File: src/rtl/instr_fetch_unit.sv
// Instruction-fetch stage: owns the PC, fetches one word per issue slot from a
// variable-latency instruction memory and resolves BEQ/BNE for the next PC.
module instr_fetch_unit #(
    parameter logic [31:0] RESET_PC   = 32'h0040_0000,
    parameter int unsigned WAIT_LIMIT = 255
) (
    input  logic        clk,
    input  logic        reset,
    output logic        imem_req,
    output logic [31:0] imem_addr,
    input  logic        imem_ack,
    input  logic [31:0] imem_rdata,
    input  logic        stall,
    input  logic        branch_eq,
    input  logic        branch_ne,
    input  logic        zero,
    output logic [31:0] instr,
    output logic [5:0]  opcode,
    output logic [31:0] pc,
    output logic [31:0] pc_plus4,
    output logic        instr_valid,
    output logic [31:0] retired_count,
    output logic        fetch_err
);

    localparam logic [15:0] WAIT_LIMIT_C = 16'(WAIT_LIMIT);
    localparam logic [31:0] RESET_PC_C   = {RESET_PC[31:2], 2'b00};
    localparam logic [5:0]  OPC_NONE     = 6'b111111;

    typedef enum logic [1:0] {
        ST_FETCH = 2'd0,
        ST_ISSUE = 2'd1,
        ST_ERROR = 2'd2
    } state_e;

    state_e      state_q, state_d;
    logic [31:0] pc_q, pc_d;
    logic [31:0] pc_plus4_q, pc_plus4_d;
    logic [31:0] instr_q, instr_d;
    logic        imem_req_q, imem_req_d;
    logic        instr_valid_q, instr_valid_d;
    logic [5:0]  opcode_q, opcode_d;
    logic [31:0] retired_count_q, retired_count_d;
    logic        fetch_err_q, fetch_err_d;
    logic [15:0] wait_cnt_q, wait_cnt_d;

    logic        taken_s;
    logic [31:0] branch_target_s;
    logic [31:0] next_pc_s;
    logic [15:0] wait_inc_s;

    // Next-state and next-output computation for the fetch/issue sequencer
    always_comb begin
        state_d         = state_q;
        pc_d            = pc_q;
        pc_plus4_d      = pc_plus4_q;
        instr_d         = instr_q;
        imem_req_d      = imem_req_q;
        instr_valid_d   = instr_valid_q;
        opcode_d        = opcode_q;
        retired_count_d = retired_count_q;
        fetch_err_d     = fetch_err_q;
        wait_cnt_d      = wait_cnt_q;

        taken_s         = (branch_eq & zero) | (branch_ne & ~zero);
        branch_target_s = pc_plus4_q + {{14{instr_q[15]}}, instr_q[15:0], 2'b00};
        next_pc_s       = taken_s ? branch_target_s : pc_plus4_q;
        wait_inc_s      = wait_cnt_q + 16'd1;

        case (state_q)
            ST_FETCH: begin
                // The first FETCH cycle after reset has no request out, so ack is ignored there.
                if (imem_req_q && imem_ack) begin
                    instr_d       = imem_rdata;
                    opcode_d      = imem_rdata[31:26];
                    wait_cnt_d    = 16'd0;
                    imem_req_d    = 1'b0;
                    instr_valid_d = 1'b1;
                    state_d       = ST_ISSUE;
                end else if (imem_req_q) begin
                    wait_cnt_d = wait_inc_s;
                    if (wait_inc_s == WAIT_LIMIT_C) begin
                        imem_req_d  = 1'b0;
                        fetch_err_d = 1'b1;
                        state_d     = ST_ERROR;
                    end else begin
                        imem_req_d = 1'b1;
                    end
                end else begin
                    imem_req_d = 1'b1;
                end
            end
            ST_ISSUE: begin
                if (!stall) begin
                    retired_count_d = retired_count_q + 32'd1;
                    pc_d            = next_pc_s;
                    pc_plus4_d      = next_pc_s + 32'd4;
                    instr_valid_d   = 1'b0;
                    opcode_d        = OPC_NONE;
                    imem_req_d      = 1'b1;
                    state_d         = ST_FETCH;
                end else begin
                    state_d = ST_ISSUE;
                end
            end
            ST_ERROR: begin
                imem_req_d    = 1'b0;
                instr_valid_d = 1'b0;
                opcode_d      = OPC_NONE;
                fetch_err_d   = 1'b1;
            end
            default: begin
                imem_req_d    = 1'b0;
                instr_valid_d = 1'b0;
                opcode_d      = OPC_NONE;
                fetch_err_d   = 1'b1;
                state_d       = ST_ERROR;
            end
        endcase
    end

    // State and registered outputs, synchronous reset dominates everything
    always_ff @(posedge clk) begin
        if (reset) begin
            state_q         <= ST_FETCH;
            pc_q            <= RESET_PC_C;
            pc_plus4_q      <= RESET_PC_C + 32'd4;
            instr_q         <= 32'd0;
            imem_req_q      <= 1'b0;
            instr_valid_q   <= 1'b0;
            opcode_q        <= OPC_NONE;
            retired_count_q <= 32'd0;
            fetch_err_q     <= 1'b0;
            wait_cnt_q      <= 16'd0;
        end else begin
            state_q         <= state_d;
            pc_q            <= pc_d;
            pc_plus4_q      <= pc_plus4_d;
            instr_q         <= instr_d;
            imem_req_q      <= imem_req_d;
            instr_valid_q   <= instr_valid_d;
            opcode_q        <= opcode_d;
            retired_count_q <= retired_count_d;
            fetch_err_q     <= fetch_err_d;
            wait_cnt_q      <= wait_cnt_d;
        end
    end

    assign imem_req      = imem_req_q;
    assign imem_addr     = pc_q;
    assign instr         = instr_q;
    assign opcode        = opcode_q;
    assign pc            = pc_q;
    assign pc_plus4      = pc_plus4_q;
    assign instr_valid   = instr_valid_q;
    assign retired_count = retired_count_q;
    assign fetch_err     = fetch_err_q;

endmodule

File: config.mk
export PLATFORM = sky130hd
export DESIGN_NAME = instr_fetch_unit
export DESIGN_NICKNAME = d
export VERILOG_FILES = /design/src/rtl/instr_fetch_unit.sv
export SDC_FILE = /design/constraint.sdc
export NUM_CORES = 1
export LEC_CHECK = 0
export BUFFER_PORTS_ARGS = -buffer_cell sky130_fd_sc_hd__buf_4
export CAP_MARGIN = 10
export CORE_ASPECT_RATIO = 1.2
export CORE_MARGIN = 5
export CORE_UTILIZATION = 42
export CTS_BUF_LIST = sky130_fd_sc_hd__clkbuf_16
export CTS_CLUSTER_DIAMETER = 100
export DETAILED_ROUTE_END_ITERATION = 10
export GPL_ROUTABILITY_DRIVEN = 0
export REMOVE_ABC_BUFFERS = 1
export SYNTH_ARGS = -nofsm -noshare
export SYNTH_HDL_FRONTEND = slang
export SYNTH_SLANG_ARGS = --single-unit
File: constraint.sdc
create_clock -name clk -period 7.1 [get_ports clk]
set_clock_uncertainty 0.05 [all_clocks]
set_input_delay 1.42 -clock clk [delete_from_list [all_inputs] [get_ports clk]]
set_output_delay 1.42 -clock clk [all_outputs]
set_load 0.005 [all_outputs]
==> flow_summary.toml, run 1 <==
[run_status]
status = "complete, no violations"

[power_and_ir_drop]
peakVddDrop_mv = 0.163
powerDensity_mw_per_mm2 = 185
p_total_w = 0.00206
p_leak_nw = 4.49

[sta]
setup_violations = 0
setup_slack_ps = 2330
final_hold_viol_count = 0
slew_viol_final = 0
max_freq_mhz = 210
post-route-period-util = 0.671
rsz0062_at_grt = "false"
period_minus_slack_ps = 4770
relSlewSlack = 0.359
tightest_slew_ps = 953

[worst_setup_path]
critical_path_arrival_ps = 5030
critPathSlowestCell = "nor4_1"
crit_type = "input pin to register"
r2r_end = "pc_plus4[31]"
r2r-start = "pc_plus4[2]"
required_ps = 7360
worst-r2r-setup-slack_ps = 2350
crit_path_cell_trace = "buf_4, mux2_2, a31oi_1, nor4_1, o2111a_1, o2111ai_1, or4_4, a21boi_0, or4_1"
critPathLaunchType = "input pin"
startpoint = "zero"
worst-path-max-fanout = 32
crit_end = "pc_plus4[31]"
rr_worst_depth = 12
endpoint_kind = "register"
critPathMaxStageDelay_ps = 730

[die]
io_pins = 208
die_width_um = 145
die_y_um = 172
coreArea_mm2 = 0.0216
num_rows = 59
start_util = 0.424
die_area_mm2 = 0.0248

[final_layout]
n_antenna_cell = 0
area_delta_synth_final_pct = 22.0
layout.nets = 1403
drive_gt1_frac = 0.202
n_fill_cell = 2194
final_cells = 1617
fin_area_mm2 = 0.0112
post-route-util = 0.517

[routing]
dr.pass1.iters = 5
drtAntennaViolNets = 0
drc = 0
wl_per_cell_um = 16.7
viasPerCell = 5.56
drt_wl_total_um = 27000
drt-initial-drc-count = 595
via_count = 8988

[synth]
synth_top_family_by_area = "simple AND/OR/NAND/NOR gates"
netlist_instances = 1200
netlist_top_cells_count = "nand2_1 (176), dfxtp_1 (151), nor2_1 (139), a21oi_1 (114), clkbuf_1 (57)"
synth.most_common_cell = "nand2_1"
ys_async_sr_fraction = 0
yosys_warnings = 0
synthSimpleGateAreaFrac = 0.263
synth_top_cell_by_area = "dfxtp_1"
synth_cell_types = 79
ys_seq_area_frac = 0.331
yosys_most_used_dff = "dfxtp_1"
synth_edf_count = 0
synth.area.mux_share = 0.0144
yosysTopAreaCellShare = 0.331
syn_avg_cell_area_um2 = 7.61
synth-seq-cells = 151
synthXorXnorAreaFrac = 0.0527
synthesis.area_mm2 = 0.00914
synth.area.top_cells = "dfxtp_1 (33%), nand2_1 (7.2%), a21oi_1 (6.2%)"
synthAdderAreaFrac = 0.0474
synth-compound-area-share = 0.226

[global_routing]
grt_pass1_wl_um = 43300
grt_max_degree = 80
grt.overflow.total = 0
grt_use_total = 0.215
grt_pass1_vias = 8474
antenna_found_initial = 0

[clocking]
cts_resized = 0
cts_buffer_depth = 2
clk_pin_slew_worst_paths_ps = 70
clock_latency_ps = 430
clock-sinks = 151
post-cts-setup-buffers = 0
ctsHoldBuffers = 0
cts_tree = "done"
numCtsBuffers = 17
cts_root_buf = "clkbuf_16"
htreeDepth = 4

[placed_design]
placed_cells = 1585
io_buffers = 201
place_hpwl_um = 19900
place_ws_ps = 1890
dpl_cell_area_mm2 = 0.0105

[flow_run]
max_cap_viol_count = 0

[min_path]
min_path_type = "register to register"
[stage by stage]
stage / setup TNS, ps / hold slack [ps]
after floorplan: -19020 / 397
after global placement: 0 / 394
after detailed placement: 0 / 398
after CTS: 0 / 408
after global routing: 0 / 418
final: 0 / 403
[critical path, delay by kind of cell]
family | cells | cell delay [ps]
AO/OA/AOI/OAI | 4 | 1010
buffers and inverters | 1 | 130
multiplexers | 1 | 690
AND/OR/NAND/NOR | 3 | 1750
[layout by cell type, fill, tap and decap left out, types with 26 or more instances in the layout]
master      n
nor3_1     26
xnor2_1    27
ha_1       33
a211oi_1   34
a21oi_1   114
nand3_1    33
dfxtp_1   151
nor2_1    138
buf_4     208
xor2_1     28
nand2_1   176
o21ai_0    49
[registers in the layout (all words and copies together) (netlist names)]
signal	cells
fetch_err	1
imem_req	1
instr	32
pc_plus4	30
instr_valid	1
opcode	6
wait_cnt_q	16
retired_count	32
state_q	2
imem_addr	30
[power by group]
| group | switching, W | total (W) | internal (W) |
|---|---|---|---|
| registers | 0.0000231 | 0.000892 | 0.000869 |
| logic | 0.000141 | 0.000241 | 0.0000999 |
| clock network | 0.000426 | 0.000932 | 0.000506 |
[cell type report]
type                       instances  area [um2]  share of cell area
clock buffer                      17         425              0.0382
tap                              274         343              0.0307
inverter                          17        63.8             0.00572
sequential                       151        3020               0.271
timing repair buffer             208        1560               0.140
multi-input combinational        935        5560               0.498
clock inverter                    15         179              0.0160
[worst min path at each step]
stage / startpoint / end / slack [ps] / cells after the start
global placement: instr[26] / instr[26] / 390 / 2
finish: instr[20] / instr[20] / 400 / 2
global route: instr[24] / instr[24] / 420 / 2
detailed placement: instr[20] / instr[20] / 400 / 2
CTS: instr[20] / instr[20] / 410 / 2
floorplan: instr[16] / instr[16] / 400 / 2
[logic make-up (layout without fill, tap and decap cells)]
| logic type | Yosys count | in the layout |
|---|---|---|
| AO/OA/AOI/OAI | 319 | 319 |
| XOR/XNOR | 55 | 55 |
| adder cells (fa/ha/maj) | 34 | 34 |
| buffers and inverters | 119 | 257 |
| flip-flops | 151 | 151 |
| multiplexers | 13 | 13 |
| other | 1 | 6 |
| AND/OR/NAND/NOR | 508 | 508 |
[per-layer routing]
metal	wire, um	global-route usage	vias up
met2	13700	0.374	192
met1	11800	0.274	4256
met4	364	0.0503	0
li1	-	-	4510
met5	0	0	-
met3	1230	0.0431	30
Power figures use the tool's default switching activity.
==> run 2: changes to the inputs <==
--- a/config.mk
+++ b/config.mk
@@ -5,6 +5,7 @@
 export SDC_FILE = /design/constraint.sdc
 export NUM_CORES = 1
 export LEC_CHECK = 0
+export ABC_AREA = 1
 export BUFFER_PORTS_ARGS = -buffer_cell sky130_fd_sc_hd__buf_4
 export CAP_MARGIN = 10
 export CORE_ASPECT_RATIO = 1.2
@@ -14,6 +15,7 @@
 export CTS_CLUSTER_DIAMETER = 100
 export DETAILED_ROUTE_END_ITERATION = 10
 export GPL_ROUTABILITY_DRIVEN = 0
+export PLACE_DENSITY = 0.66
 export REMOVE_ABC_BUFFERS = 1
 export SYNTH_ARGS = -nofsm -noshare
 export SYNTH_HDL_FRONTEND = slang
==> constraint.sdc (replaced) <==
create_clock -name clk -period 4.3 [get_ports clk]
set_clock_uncertainty 0.05 [all_clocks]
set_input_delay 0.86 -clock clk [delete_from_list [all_inputs] [get_ports clk]]
set_output_delay 0.86 -clock clk [all_outputs]
set_load 0.005 [all_outputs]
==> flow_summary.toml, run 2 <==
[run_status]
status = "complete, no violations"

[worst_setup_path]
endpoint_kind = "register"
required_ps = 4580
startpoint = "instr[15]"
critical_path.top_delay_family = "simple AND/OR/NAND/NOR gates"
critPathSlowestCell = "dfxtp_1"
critical_path_buf_inv_count = 1
path_common_cell = "nand2_1"
critical_path_arrival_ps = 3410
worst-path-max-fanout = 12
critPathMaxStageDelay_ps = 660
crit_type = "register to register"
crit_path_cell_trace = "ha_1, a21oi_1, nor2_1, nor2_1, nand2_1, a21oi_1, nand3_1, nand3_1, nand2_1, nor2_1, nand2_1, nor2_1, nand3_1, nand2_1, nand3_1, nand2_1, inv_1"
worst-r2r-setup-slack_ps = 1170
rr_worst_depth = 17
r2r-start = "instr[15]"
r2r_end = "pc_plus4[28]"
critPathLaunchType = "register"

[power_and_ir_drop]
p_leak_nw = 5.92
powerDensity_mw_per_mm2 = 296
peakVddDrop_mv = 0.259

[die]
coreArea_mm2 = 0.0231
die_y_um = 178
start_util = 0.426
die_area_mm2 = 0.0266
die_width_um = 150
num_rows = 61
io_pins = 208

[global_routing]
grt_max_degree = 73
grt.overflow.total = 0
grt_use_total = 0.219
antenna_found_initial = 0
grt_pass1_wl_um = 47800
grt_pass1_vias = 9714

[sta]
final_hold_viol_count = 0
post-route-period-util = 0.728
setup_violations = 0
finalSetupTns_ps = 0
setup_slack_ps = 1170
period_minus_slack_ps = 3130
rsz0062_at_grt = "false"
tightest_slew_ps = 750
relSlewSlack = 0.500
slew_viol_final = 0
max_freq_mhz = 319
holdWs_ps = 419

[min_path]
min_path_type = "register to register"
min_to = "opcode[1]"
worstHoldStart = "opcode[1]"
min_path_cells = 2

[clocking]
numCtsBuffers = 17
cts_tree = "done"
cts_root_buf = "clkbuf_16"
cts_resized = 0
htreeDepth = 4
clock-sinks = 151
clock_latency_ps = 430
ctsHoldBuffers = 0
cts_buffer_depth = 2
clk_pin_slew_worst_paths_ps = 70
post-cts-setup-buffers = 0

[placed_design]
dpl_cell_area_mm2 = 0.0114
io_buffers = 201
placed_cells = 2030
place_hpwl_um = 22200
place_ws_ps = 875

[final_layout]
area_delta_synth_final_pct = 21.6
final_common_cell = "nand2_1"
n_fill_cell = 2392
n_antenna_cell = 0
regArea_mm2 = 0.00302
final_cells = 2061
layout.nets = 1807
fin_area_mm2 = 0.0120
drive_gt1_frac = 0.189
multi_input_area_mm2 = 0.00552
layout_common_cells = "nand2_1 (433), inv_1 (218), buf_4 (208)"

[synth]
synth_top_cell_by_area = "dfxtp_1"
yosys_warnings = 0
syn_avg_cell_area_um2 = 6.23
synth.area.top_cells = "dfxtp_1 (31%), nand2_1 (17%), inv_1 (8.3%)"
synthesis.area_mm2 = 0.00984
netlist_top_cells_count = "nand2_1 (433), inv_1 (218), nor2_1 (188), dfxtp_1 (151), nand3_1 (95)"
synth_cell_types = 52
synth.most_common_cell = "nand2_1"
yosysTopAreaCellShare = 0.307
synth_edf_count = 0
ys_seq_area_frac = 0.307
ys_async_sr_fraction = 0
synth-seq-cells = 151
yosys_most_used_dff = "dfxtp_1"
netlist_instances = 1579

[routing]
drtAntennaViolNets = 0
dr.pass1.iters = 5
drt-initial-drc-count = 703
via_count = 10140
drc = 0
drt_wl_total_um = 28800
viasPerCell = 4.92
wl_per_cell_um = 14.0

[flow_run]
max_cap_viol_count = 0
-- run 2: changes by cell type in the layout (fill, tap and decap cells not counted), moves of 19 or more --
cell      change
nand2_1     +257
inv_1       +201
nand3_1      +62
nor2_1       +49
o21ai_0      +35
a211oi_1     -33
a21oi_1      -29
xnor2_1      -21
a21o_1       -19
-- run 2: logic make-up (layout without fill, tap and decap cells) --
kind of cell,count (synthesis),count (layout),synth area share
AND/OR/NAND/NOR,845,845,0.376
buffers and inverters,314,476,0.134
AO/OA/AOI/OAI,213,213,0.120
flip-flops,151,151,0.307
adder cells (fa/ha/maj),34,34,0.0440
XOR/XNOR,21,21,0.0187
other,1,6,0.000381
-- run 2: stage by stage --
stage	utilization	total power, W
floorplan	-	0.00186
finish	0.518	0.00354
global placement	0.493	0.00212
detailed placement	0.493	0.00213
global route	0.518	0.00373
CTS	0.518	0.00359
-- run 2: worst register-to-register path: stages (launching register included) --
cell and delay (ps):
dfxtp_1 660, ha_1 390, a21oi_1 210, nor2_1 50
nor2_1 180, nand2_1 80, a21oi_1 290, nand3_1 120
nand3_1 100, nand2_1 160, nor2_1 130, nand2_1 100
nor2_1 140, nand3_1 80, nand2_1 70, nand3_1 90
nand2_1 100, inv_1 50
-- run 2: worst max path at each step --
| stage | endpoint | slack, ps | cells after the start |
|---|---|---|---|
| floorplan | pc_plus4[26] | -320 | 8 |
| finish | pc_plus4[28] | 1170 | 17 |
| CTS | pc_plus4[26] | 1160 | 18 |
| global placement | pc_plus4[26] | 970 | 20 |
| global route | pc_plus4[26] | 870 | 18 |
| detailed placement | pc_plus4[26] | 880 | 19 |
-- run 2: metal layers --
metal  GRT usage  vias up  share of wire  wire [um]
met3      0.0342       39          0.042       1220
met1       0.272     4600           0.43      12500
met2       0.389      242           0.50      14500
met4      0.0671        0          0.020        577
li1            -     5259              -          -
met5           0        -              0          0
-- run 2: layout make-up --
cell class                 instances  share of cell area
multi-input combinational       1119               0.461
sequential                       151               0.253
timing repair buffer             209               0.132
inverter                         236              0.0740
clock buffer                      17              0.0355
tap                              315              0.0329
clock inverter                    14              0.0116
-- run 2: where the power goes --
| part | internal [W] | switching, W |
|---|---|---|
| logic | 0.000234 | 0.000350 |
| registers | 0.00146 | 0.0000560 |
| clock network | 0.000764 | 0.000684 |
| total | 0.00246 | 0.00109 |
==> run 3: changes to the inputs <==
==> constraint.sdc (replaced) <==
create_clock -name clk -period 2.7 [get_ports clk]
set_clock_uncertainty 0.05 [all_clocks]
set_input_delay 0.54 -clock clk [delete_from_list [all_inputs] [get_ports clk]]
set_output_delay 0.54 -clock clk [all_outputs]
set_load 0.005 [all_outputs]
==> flow_summary.toml, run 3 (synthesis results as in run 2) <==
[power_and_ir_drop]
peakVddDrop_mv = 0.415
powerDensity_mw_per_mm2 = 436
p_leak_nw = 6.80
p_total_w = 0.00610

[clocking]
cts_buffer_depth = 2
numCtsBuffers = 17
cts_root_buf = "clkbuf_16"
clock_latency_ps = 430
cts_tree = "done"
htreeDepth = 4
clock-sinks = 151
clk_pin_slew_worst_paths_ps = 70

[worst_setup_path]
required_ps = 2970
critical_path_arrival_ps = 3100
crit_type = "register to register"
worst-path-max-fanout = 4
critPathLaunchType = "register"
endpoint_kind = "register"
rr_worst_depth = 17

[final_layout]
layout.nets = 1952
final_cells = 2207
post-route-util = 0.606
n_fill_cell = 2197
n_antenna_cell = 0
final_common_cell = "nand2_1"
area_delta_synth_final_pct = 42.3
layout_common_cells = "nand2_1 (395), buf_4 (345), inv_1 (215)"
drive_gt1_frac = 0.327

[routing]
met2_length_um = 16500
wl_per_cell_um = 14.6
wl_met1_um = 13200
top_layer_used = "met4"
wl_met3_um = 1440
drc = 0
drt_wl_total_um = 32200
drt-initial-drc-count = 615
dr.pass1.iters = 5
via_count = 10962
drtAntennaViolNets = 0
viasPerCell = 4.97

[die]
start_util = 0.426
io_pins = 208
die_width_um = 150
die_y_um = 178
die_area_mm2 = 0.0266
coreArea_mm2 = 0.0231
num_rows = 61

[sta]
holdWs_ps = 243
rsz0062_at_grt = "true"
finalSetupTns_ps = -770
post-route-period-util = 1.05
max_freq_mhz = 354
period_minus_slack_ps = 2830
tightest_slew_ps = 767
final_hold_viol_count = 0
setup_violations = 11
slew_viol_final = 0
setup_slack_ps = -127
relSlewSlack = 0.489

[min_path]
min_path_cells = 2
min_path_type = "input pin to register"

[global_routing]
grt_pass1_vias = 10279
antenna_found_initial = 0
grt_use_total = 0.231
grt_max_degree = 65
grt.overflow.total = 0
grt_pass1_wl_um = 49800

[placed_design]
place_hpwl_um = 23600
io_buffers = 201
placed_cells = 2155

[run_status]
failed_checks = "negative setup slack"
status = "complete, but fails checks"

[flow_run]
max_cap_viol_count = 0
[run 3: cell type report]
class	count	area, um2	area share
inverter	236	886	0.0632
tap	315	394	0.0281
timing repair buffer	354	2740	0.196
multi-input combinational	1119	6380	0.456
clock buffer	17	425	0.0304
clock inverter	15	144	0.0103
sequential	151	3030	0.217
[run 3: worst max-delay path: stages (launching register included)]
cell,delay (ps)
dfxtp_2,340
ha_4,160
fa_2,530
nand2_2,70
nand2_4,70
ha_4,150
inv_2,40
or2_4,250
nor2_4,80
nand2_2,70
nor2_4,140
nand3_2,100
nor2_4,210
nand3_2,110
nor2_2,110
nand2_2,70
nor3_2,100
nor2_1,60
[run 3: path summary, 6_finish.rpt]
kind	to	start	slack (ps)
setup / recovery	pc_plus4[26]	instr[0]	-130
hold / removal	imem_addr[2]	reset	240
setup reg to reg	pc_plus4[26]	instr[0]	-130
hold reg to reg	fetch_err	fetch_err	410
[run 3: report_power, final]
group	leakage [nW]	internal [W]	switching (W)
Clock	0.277	0.00129	0.00108
Sequential	1.23	0.00232	0.0000864
Combinational	5.29	0.000610	0.000712
Total	6.80	0.00422	0.00188
[run 3: layer usage]
metal	up-vias	global-route usage
met5	-	0
met4	0	0.0809
met3	68	0.0352
met2	292	0.417
met1	5047	0.278
li1	5555	-
[run 3: repair_timing]
action                     in CTS  in global routing
hold buffers                    0                  0
setup endpoints to repair      18                 28
resized for setup              28                168
setup buffers                   8                 13
pin swaps                      21                 43
[run 3: metrics by stage]
| step | area [um2] | setup slack, ps |
|---|---|---|
| 6_report | 14000 | -127 |
| 2_1_floorplan | 9420 | -1610 |
| 3_5_place_dp | 12400 | -293 |
| 3_3_place_gp | 12400 | -284 |
| 5_1_grt | 14000 | -294 |
| 4_1_cts | 13100 | -134 |
